File: config.mk
export PLATFORM = sky130hd
export DESIGN_NAME = keyexp_sequencer
export DESIGN_NICKNAME = d
export VERILOG_FILES = /design/src/rtl/keyexp_sequencer.sv
export SDC_FILE = /design/constraint.sdc
export NUM_CORES = 1
export LEC_CHECK = 0
export CORE_UTILIZATION = 51
export DETAILED_ROUTE_END_ITERATION = 8
export PLACE_DENSITY = 0.95
export SYNTH_ARGS = -nofsm -noshare
export SYNTH_HDL_FRONTEND = slang
export SYNTH_SLANG_ARGS = --single-unit
File: constraint.sdc
create_clock -name clk -period 3.84 [get_ports clk]
set_clock_uncertainty 0.2 [all_clocks]
set_input_delay 0.384 -clock clk [delete_from_list [all_inputs] [get_ports clk]]
set_output_delay 0.384 -clock clk [all_outputs]
set_load 0.005 [all_outputs]
File: src/rtl/keyexp_sequencer.sv
`default_nettype none
// ============================================================================
// Module      : keyexp_sequencer
// Description : Drives a shared chaotic-map unit to expand two key vectors
//               (M and N) of DEPTH entries each into a key buffer.
//               Optional cancel input enabled by defining KEYEXP_ABORT_EN.
// Revision    : 1.0 - initial release
// ============================================================================
module keyexp_sequencer #(
    parameter  int WIDTH = 32,
    parameter  int DEPTH = 256,
    localparam int AW    = $clog2(DEPTH)
) (
    input  logic             clk,
    input  logic             rst_n,
    input  logic             start,
    input  logic [WIDTH-1:0] seed_m,
    input  logic [WIDTH-1:0] seed_n,
    input  logic [WIDTH-1:0] r1,
    input  logic [WIDTH-1:0] r2,
    output logic             map_req,
    output logic [WIDTH-1:0] map_x0,
    output logic [WIDTH-1:0] map_rfs,
    output logic [WIDTH-1:0] map_rs,
    input  logic             map_ack,
    input  logic [WIDTH-1:0] map_x_next,
    output logic             wr_en,
    output logic             wr_sel,
    output logic [AW-1:0]    wr_addr,
    output logic [WIDTH-1:0] wr_data,
    output logic             busy,
`ifdef KEYEXP_ABORT_EN
    output logic             done,
    input  logic             abort
`else
    output logic             done
`endif
);

    typedef enum logic [2:0] {
        S_IDLE   = 3'd0,
        S_SEED_M = 3'd1,
        S_SEED_N = 3'd2,
        S_CALC_M = 3'd3,
        S_CALC_N = 3'd4,
        S_DONE   = 3'd5
    } state_e;

    state_e           state_q;
    logic [AW-1:0]    idx_q;
    logic [WIDTH-1:0] seed_m_q;
    logic [WIDTH-1:0] seed_n_q;
    logic [WIDTH-1:0] r1_q;
    logic [WIDTH-1:0] r2_q;
    logic [WIDTH-1:0] last_m_q;
    logic [WIDTH-1:0] last_n_q;
    logic             w_abort;

`ifdef KEYEXP_ABORT_EN
    assign w_abort = abort && (state_q != S_IDLE);
`else
    assign w_abort = 1'b0;
`endif

    always_ff @(posedge clk or negedge rst_n) begin
        if (!rst_n) begin
            state_q  <= S_IDLE;
            idx_q    <= '0;
            seed_m_q <= '0;
            seed_n_q <= '0;
            r1_q     <= '0;
            r2_q     <= '0;
            last_m_q <= '0;
            last_n_q <= '0;
        end else if (w_abort) begin
            // Cancel wins over a coincident map_ack: no state besides the FSM moves.
            state_q <= S_IDLE;
        end else begin
            case (state_q)
                S_IDLE: begin
                    if (start) begin
                        seed_m_q <= seed_m;
                        seed_n_q <= seed_n;
                        r1_q     <= r1;
                        r2_q     <= r2;
                        state_q  <= S_SEED_M;
                    end
                end
                S_SEED_M: begin
                    last_m_q <= seed_m_q;
                    state_q  <= S_SEED_N;
                end
                S_SEED_N: begin
                    last_n_q <= seed_n_q;
                    idx_q    <= AW'(1);
                    state_q  <= S_CALC_M;
                end
                S_CALC_M: begin
                    if (map_ack) begin
                        last_m_q <= map_x_next;
                        state_q  <= S_CALC_N;
                    end
                end
                S_CALC_N: begin
                    if (map_ack) begin
                        last_n_q <= map_x_next;
                        if (idx_q == AW'(DEPTH - 1)) begin
                            state_q <= S_DONE;
                        end else begin
                            idx_q   <= idx_q + AW'(1);
                            state_q <= S_CALC_M;
                        end
                    end
                end
                S_DONE:  state_q <= S_IDLE;
                default: state_q <= S_IDLE;
            endcase
        end
    end

    // Outputs decode from the registered state; the map result is forwarded
    // to the buffer in its ack cycle so zero-wait runs write every cycle.
    always_comb begin
        map_req = 1'b0;
        map_x0  = '0;
        map_rfs = '0;
        map_rs  = '0;
        wr_en   = 1'b0;
        wr_sel  = 1'b0;
        wr_addr = '0;
        wr_data = '0;
        busy    = (state_q != S_IDLE);
        done    = (state_q == S_DONE) && !w_abort;
        case (state_q)
            S_SEED_M: begin
                if (!w_abort) begin
                    wr_en   = 1'b1;
                    wr_data = seed_m_q;
                end
            end
            S_SEED_N: begin
                if (!w_abort) begin
                    wr_en   = 1'b1;
                    wr_sel  = 1'b1;
                    wr_data = seed_n_q;
                end
            end
            S_CALC_M: begin
                map_req = 1'b1;
                map_x0  = last_m_q;
                map_rfs = r1_q;
                map_rs  = r2_q;
                if (map_ack && !w_abort) begin
                    wr_en   = 1'b1;
                    wr_addr = idx_q;
                    wr_data = map_x_next;
                end
            end
            S_CALC_N: begin
                map_req = 1'b1;
                map_x0  = last_n_q;
                map_rfs = r2_q;
                map_rs  = r1_q;
                if (map_ack && !w_abort) begin
                    wr_en   = 1'b1;
                    wr_sel  = 1'b1;
                    wr_addr = idx_q;
                    wr_data = map_x_next;
                end
            end
            default: ;
        endcase
    end

endmodule
`default_nettype wire

-- Yosys cells after proc, flatten, opt, wreduce, memory -nomap -nowiden
Index checks and enable logic that the tools add are counted.
W data, S select, Z words.
- bits in registers: 203
- input port bits: 164
- output and inout port bits: 141
- word-level logic and storage cells: 52
- add/subtract/negate cells: 1
- eq/ne operators: 10
- mux-type cells: 22
- reduce and logical (&&, ||, !) cells: 11
- operators by type and width (kind ; number):
    $pmux W32 S2 ; 5
    $pmux W32 S3 ; 1
    $mux W32 ; 2
    $mux W8 ; 4
    $pmux W8 S2 ; 1
    $pmux W3 S5 ; 1
    $mux W3 ; 4
    $add A8 B1 Y8 const B ; 1
    $eq A8 B8 Y1 const B ; 1
    $ne A2 B2 Y1 const B ; 4
    $eq A3 B2 Y1 const B ; 2
    $eq A3 B3 Y1 const B ; 2
    $reduce_and A2 Y1 ; 3
    $reduce_and A3 Y1 ; 2
    $pmux W1 S2 ; 2
    $reduce_bool A2 Y1 ; 2
    $reduce_or A2 Y1 ; 2
    $eq A3 B1 Y1 const B ; 1
    $logic_not A3 Y1 ; 1
    $reduce_bool A3 Y1 ; 1
    $mux W1 ; 2

-- Logic depth before layout (Yosys ltp)
Gate-level depths: netlist of the first run.
- depth in word-level cells: 4
- mapped depth: 7
- gate-level depth less buffers: 5

-- Worst setup path after synthesis of the first run
Ideal clock, no wire load.
- path type: flip-flop to output port
- from: register state_q[1]
- to: output port map_rfs[0]
- arrival time: 1.447 ns
- data required time: 3.256 ns
- setup slack: 1.809 ns
- cell stages (with the launch flop): 6
- buffers on the path: 3
- cells stage by stage: dfrtp_1 > buf_4 > nor3b_2 > buf_2 > clkbuf_1 > a22o_1
- longest elaborated chain between the ends: 2
- elaborated cells between the ends (all ways): 3
- those cells by class: eq/ne: 2; mux: 1
- RTL lines (element ; line ; source):
    start: declaration ; 49 ; state_e state_q;
    start signal: assignment ; 67 ; state_q <= S_IDLE;
    start signal: assignment ; 77 ; state_q <= S_IDLE;
    start signal: assignment ; 86 ; state_q <= S_SEED_M;
    $eq A3 B3 Y1 / $eq A3 B2 Y1 (equally long branches) ; 134 ; case (state_q)
    $pmux W32 S2 * ; 134 ;
    end: declaration ; 23 ; output logic [WIDTH-1:0] map_rfs,
Mark *: on every way between the ends. The rest lies on a longest branch, timed or not.

-- Worst setup path in the final report of the first run
- from: register state_q[0]
- to: output port map_rfs[10]
Same word-level chain as after synthesis.

==> metrics.md, run 1 <==
| Metric | Value |
|---|---|
| Routed vias | 8286 |
| Max-cap violations | 0 |
| CTS tree | yes |
| Fin crit period | 3.461 ns |
| Worst hold path type | flip-flop to flip-flop |
| Core Region | slightly below 0.02 mm2 |
| Status | completed |
| Grt total ovfl | 0 |
| Initial DRC count | 420 |
| Largest family of logic cells by synthesized area | compound AO/OA/AOI/OAI gates |
| Synth-to-layout area growth | 37.34% |
| CTS Buf Count | 22 |
| Final worst slack | 0.3790 ns |
| Ys flop type | dfrtp_1 |
| Antenna cells | 0 |
| Routed length per instance | 20.46 um |
| Max Buffers Root-to-Sink | 3 |
| Syn Area/Cell | between 10 and 15 um2 |
| Pre-CTS setup slack | 0.9074 ns |
| Synth Area in Compound Gates | 0.1871 |
| Post-route ant nets | 0 |
| Row cnt | 51 |
| I/O pins | 305 |
| Clock-pin slew on the worst setup and hold paths | 0.06 ns |
| Net Sw Power | 4.135 mW |
| Post-DP HPWL | 19210 um |
| Crit path DAT | 2.88 ns |
| Rel. slew slack | 0.4903 |
| Worst path slowest cell | dfrtp_1 |
| Clock Latency Late Sink | approximately 0.5 ns |
| FMAX | 0.2889 GHz |
| Post-synthesis mux area share | 0.1786 |
| Maximum VDD drop | 0.0004996 V |
| Seq pwr share | 0.341 |
| WL met1 | between 10000 and 15000 um |
| Horiz. Die Dim | 143.0 um |
| Yosys synthesis warning count | 0 |
| Int Power | about 7.8 mW |
| Slew at the pin closest to its max-slew limit | 0.7646 ns |
| Critical path type | flip-flop to primary output |
| PD cells | 860.0 mW/mm2 |
| Max incr delay on CP | 0.58 ns |
| Met2 WL post-DR | around 15000 um |
| Post-Synth Simple-Gate Area | 0.07678 |
| Post-synth EDFFs | 0 |
| Port bufs | slightly above 300 |
| Largest net degree at the start of global routing | 129 |
| Die Height | 143.0 um |
| Final-report setup violation count | 0 |
| Worst Setup End Kind | primary output |
| Synthesized cell area | between 0.01 and 0.015 mm2 |
| Sw Ratio | 0.3454 |
| DRC violations left | 0 |
| Num Clock Sinks | between 200 and 250 |
| Sequential-to-total area share from yosys stat | 0.5012 |
| Crit-path cells | nor2b_4 -> and2_4 -> buf_4 -> a22o_1 -> clkdlybuf4s50_1 |
| Ratio of cells with drive above 1 in the final layout | 0.1697 |
| Number of synthesized register bits | 203 |
| Starting Density | 0.5208 |
| Full die area | between 0.02 and 0.025 mm2 |
| Clock share of power | 0.181 |
| Syn_nets | between 1k and 1.5k |
| Slew Limit Fails | 0 |
| Final hold vios | 0 |
| Crit path max fanout | 28 |
| Syn Inst Count | between 800 and 900 |
| Top sig layer | met4 |
| Synth Area in XOR/XNOR | 0 |
| Routability congestion estimate | roughly 0.8 |
| Comb pwr share | 0.478 |
| Share of the synthesized area in the top cell type | 0.5012 |
| H-Tree Depth | 1 |
| Vias per cell | between 5 and 6 |
| Final WL | between 20000 and 30000 um |
| # Post-CTS Setup Buffers | 0 |
| Asr flop ratio synth | 1.000 |
| Leakage power | a little over 6 nW |
| Number of detailed-route iterations in the first pass | 5 |
| Critical Path RT | 3.26 ns |
| CP Launch Type | flip-flop |
| Initial antenna violation count | 0 |
| Vias in the first global route | 8398 |
| First-pass GRT wire length | ~45000 um |
| Adder-Cell Fraction of Synth Area | 0.001234 |
| Total track usage | 0.2807 |
| RSZ-0062 raised after global routing | false |
| Fin nets | about 1.3k |
| CTS root buffer | clkbuf_16 |
| Netlist cell types | 49 |
| Met3 WL | 2731 um |
| Period utilization | 0.9013 |
| Post-Route Setup TNS | 0 ns |
| Area leader, netlist | dfrtp_1 |
| Synth area leaders | dfrtp_1, mux2_2, a22o_1 |
registers in the layout (all words and copies together) (netlist names):
name and count:
seed_n_q 32, r2_q 32, state_q 3, idx_q 8, seed_m_q 32, last_m_q 32, last_n_q 32, r1_q 32
layout make-up:
| cell class | count | area [um2] |
|---|---|---|
| multi-input cells | 586 | 4533 |
| clock buffers | 31 | 655.6 |
| clock inverters | 6 | 82.58 |
| well taps | 265 | 331.6 |
| fillers | 1278 | 5542 |
| repair buffers | 322 | 3234 |
| flip-flops and latches | 203 | 5080 |
| inverters | 1 | 3.754 |
what timing repair did:
action / 4_1_cts / 5_1_grt
resized for setup: 0 / 0
hold endpoints to repair: 90 / 0
hold buffers: 1 / 0
setup endpoints to repair: 0 / 0
layout by cell type (no fill, tap or decap), types with 3 or more instances in the layout:
cell / count
and2_1: 8
nand3_1: 5
a22o_1: 129
mux2_4: 10
a21oi_1: 3
a31oi_1: 33
nand2_1: 99
mux2_2: 119
and3_1: 4
buf_4: 13
mux2i_1: 32
o21ai_0: 38
a21o_1: 34
clkinv_2: 3
clkbuf_1: 3
buf_12: 4
nor2_1: 37
nand2b_1: 4
clkbuf_8: 6
clkdlybuf4s50_1: 303
clkbuf_16: 23
dfrtp_1: 203
cells in the mapped netlist (2+ instances only):
library cell and n:
dfrtp_1 203, a22o_1 129, mux2_2 119, nand2_1 100
nor2_1 38, o21ai_0 38, a21o_1 34, buf_2 34
a31oi_1 33, mux2i_1 32, clkbuf_1 22, buf_12 13
mux2_4 10, and2_1 9, nand3_1 5, and3_1 4
nand2b_1 4, a21oi_1 3, nand4_1 2, o21a_1 2
or3_1 2
per-layer routing:
| layer | track usage | vias to the layer above |
|---|---|---|
| li1 | - | 3721 |
| met1 | 0.3207 | 4106 |
| met2 | 0.4904 | 382 |
| met3 | 0.07780 | 77 |
| met4 | 0.1217 | 0 |
| met5 | 0 | - |
through the flow:
stage | area [um2] | total power, mW | hold WS [ns] | util | cells
final | 13920 | 11.97 | 0.2832 | 0.7153 | 1414
after global routing | 13920 | 12.67 | 0.2838 | 0.7153 | 1414
after CTS | 13920 | 12.01 | 0.2822 | 0.7153 | 1414
after detailed placement | 13170 | 9.751 | 0.2703 | 0.6768 | 1376
after global placement | 13170 | 9.448 | 0.2611 | 0.6768 | 1376
after floorplan | 10140 | 7.255 | -0.1116 | - | 864
power groups by stage:
stage               Clock (mW)  Combinational [mW]  Sequential (mW)
detailed placement           0                5.68             4.07
global placement             0                5.47             3.98
global route              2.29                6.18             4.20
floorplan                    0                3.50             3.76
CTS                       2.20                5.75             4.06
finish                    2.16                5.72             4.09
critical path, delay by kind of cell (launching register included):
kind / cells / cell delay [ns]
compound gates: 1 / 0.20
buf+inv: 2 / 0.88
flops: 1 / 0.58
simple gates: 2 / 0.69
worst paths after layout:
kind	from	to	slack [ns]	cells past startpoint
worst max-delay path	state_q[0]$_DFFE_PN0P_	map_rfs[10]	0.38	5
worst min-delay path	last_m_q[10]$_DFFE_PN0P_	last_m_q[10]$_DFFE_PN0P_	0.28	2
worst max register to register	state_q[1]$_DFFE_PN0P_	seed_m_q[23]$_DFFE_PN0P_	1.32	4
worst min register to register	last_m_q[10]$_DFFE_PN0P_	last_m_q[10]$_DFFE_PN0P_	0.28	2
max in group asynchronous	rst_n	last_m_q[12]$_DFFE_PN0P_	2.13	3
min in group asynchronous	rst_n	seed_m_q[15]$_DFFE_PN0P_	0.30	2
cell families (layout without fill, tap and decap cells):
logic type,count (synthesis),in the layout
buffers and inverters,75,360
multiplexers,161,161
AND/OR/NAND/NOR,175,175
AO/OA/AOI/OAI,249,249
adder cells (fa/ha/maj),1,1
flip-flops,203,203
No activity file was read; power rests on OpenSTA's default activity.
==> inputs of run 2 (changes only) <==
- CORE_MARGIN: not set -> 2
==> run 2 against run 1 <==
  * Non-clock buffer count down 3
  * Final cell count is 0.21% lower
  * First-iteration DRC count grew 4.5%
  * Sequential share of layout area about the same
  * Critical path depth unchanged
  * Combinational power is essentially flat
  * Cell area fell by 0.13%
  * Worst setup slack worse by 0.0027 ns
  * Global-route usage decreased by 0.92 points
==> metrics.md, run 2 (synthesized netlist as in run 1, its figures left out) <==
| Metric | Value |
|---|---|
| CTS root buffer | clkbuf_16 |
| CP Launch Type | flip-flop |
| Initial antenna violation count | 1 |
| Final-report setup violation count | 0 |
| Worst hold path type | flip-flop to flip-flop |
| Final hold vios | 0 |
| Horiz. Die Dim | approximately 140 um |
| Fin Hold WS | approximately 0.28 ns |
| Critical Path RT | 3.26 ns |
| Tot Pwr | 11.94 mW |
| Routability congestion estimate | 0.8939 |
| Synth-to-layout area growth | 37.17% |
| Maximum VDD drop | approximately 0.00057 V |
| Worst Setup End Kind | primary output |
| Hold Path Depth | 2 |
| Fill cells | 1269 |
| Port bufs | 304 |
| Number of detailed-route iterations in the first pass | 5 |
| Fin nets | about 1.3k |
| Slew Limit Fails | 0 |
| # Post-CTS Setup Buffers | 0 |
| Placed insts | 1373 |
| Total track usage | 0.2715 |
| PD cells | 858.7 mW/mm2 |
| DRC violations left | 0 |
| Slew at the pin closest to its max-slew limit | 1.140 ns |
| Post-Route Setup TNS | 0 ns |
| Vias per cell | 5.905 |
| CTS tree | yes |
| Period utilization | 0.9020 |
| Crit path DAT | 2.88 ns |
| Core Region | approximately 0.019 mm2 |
| CTS Buf Count | 21 |
| Routed vias | around 8.3k |
| Crit path max fanout | 56 |
| Status | completed |
| Max Buffers Root-to-Sink | 3 |
| Full die area | 0.02102 mm2 |
| Grt total ovfl | 0 |
| Fin crit period | between 3 and 4 ns |
| Largest net degree at the start of global routing | 129 |
| Top Usage Layer GRT | met2 |
| Leakage power | 6.056 nW |
| Cell Count, Final, Fillers Out | about 1.4k |
| Commonest cells after routing, fill and taps aside | clkdlybuf4s50_1, dfrtp_1, a22o_1, mux2_2, nand2_1 |
| Post-route ant nets | 0 |
| Final worst slack | 0.3763 ns |
| FMAX | 0.2887 GHz |
| Starting Density | 0.5208 |
| Initial DRC count | 439 |
| M1 GR Usage | 0.3265 |
| First-pass GRT wire length | 46320 um |
| Num Clock Sinks | 203 |
| Critical path type | flip-flop to primary output |
| Ratio of cells with drive above 1 in the final layout | 0.1659 |
| GRT met3 Usage | 0.05943 |
| Most common cell after layout, fill and taps aside | clkdlybuf4s50_1 |
| Rel. slew slack | 0.2371 |
| I/O pins | 305 |
| Pre-CTS setup slack | 0.8950 ns |
| Vias in the first global route | approximately 8.5k |
| Die Height | 145.0 um |
| Final WL | between 20000 and 30000 um |
| H-Tree Depth | 1 |
| RSZ-0062 raised after global routing | false |
| Clock Latency Late Sink | around 0.50 ns |
| Row cnt | 51 |
| Post-DP HPWL | 19180 um |
| FF-to-FF path depth | 5 |
| Clock-pin slew on the worst setup and hold paths | about 0.06 ns |
| Grt met2 use | 0.4748 |
| Routed length per instance | 20.78 um |
| Max-cap violations | 0 |
[run 2: changes by cell type in the layout (fill, tap and decap cells not counted), sizes merged]
| cell | previous run | this run |
|---|---|---|
| diode | 0 | 1 |
| clkinv | 3 | 1 |
| clkbuf | 32 | 34 |
| buf | 17 | 14 |
| clkinvlp | 1 | 0 |
[run 2: critical path, stage by stage, from the launching register on]
cell and delay, ns:
dfrtp_1 0.59, nor2b_4 0.29, and2_4 0.43, buf_12 0.30, a22o_1 0.23, clkdlybuf4s50_1 0.52
[run 2: final timing paths]
path                                          start                       end  slack (ns)
setup / recovery             state_q[0]$_DFFE_PN0P_                map_rs[27]        0.38
hold / removal             last_m_q[30]$_DFFE_PN0P_  last_m_q[30]$_DFFE_PN0P_        0.28
setup reg to reg             state_q[1]$_DFFE_PN0P_      idx_q[7]$_DFFE_PN0P_        1.25
hold reg to reg            last_m_q[30]$_DFFE_PN0P_  last_m_q[30]$_DFFE_PN0P_        0.28
max in group asynchronous                     rst_n  seed_m_q[20]$_DFFE_PN0P_        2.16
min in group asynchronous                     rst_n   seed_m_q[6]$_DFFE_PN0P_        0.30
[run 2: area by class of cell]
| cell class | count | area [um2] | share of cell area |
|---|---|---|---|
| inverters | 1 | 3.754 | 0.0002700 |
| multi-input cells | 586 | 4533 | 0.3260 |
| flip-flops and latches | 203 | 5080 | 0.3654 |
| repair buffers | 319 | 3237 | 0.2328 |
| diodes | 1 | 2.502 | 0.0001800 |
| clock inverters | 3 | 65.06 | 0.004680 |
| clock buffers | 33 | 650.6 | 0.04680 |
| well taps | 265 | 331.6 | 0.02385 |
[run 2: routing by layer]
metal | wire, um | vias to the layer above
met2 | 14750 | 405
li1 | - | 3705
met5 | 0 | -
met3 | 2344 | 72
met1 | 11120 | 4150
met4 | 1094 | 0
[run 2: metrics by stage]
stage | utilization | instance area [um2]
after floorplan | - | 10140
after global placement | 0.6770 | 13180
after detailed placement | 0.6770 | 13180
after CTS | 0.7142 | 13900
after global routing | 0.7144 | 13900
final | 0.7144 | 13900
[run 2: power by group]
group | switching (mW) | internal, mW
Combinational | 2.44 | 3.31
Clock | 0.824 | 1.29
Sequential | 0.858 | 3.22
Total | 4.12 | 7.82
[run 2: repair_timing]
action | CTS | global route
hold buffers | 1 | 0
endpoints found under the hold margin | 89 | 0
resized for setup | 0 | 0
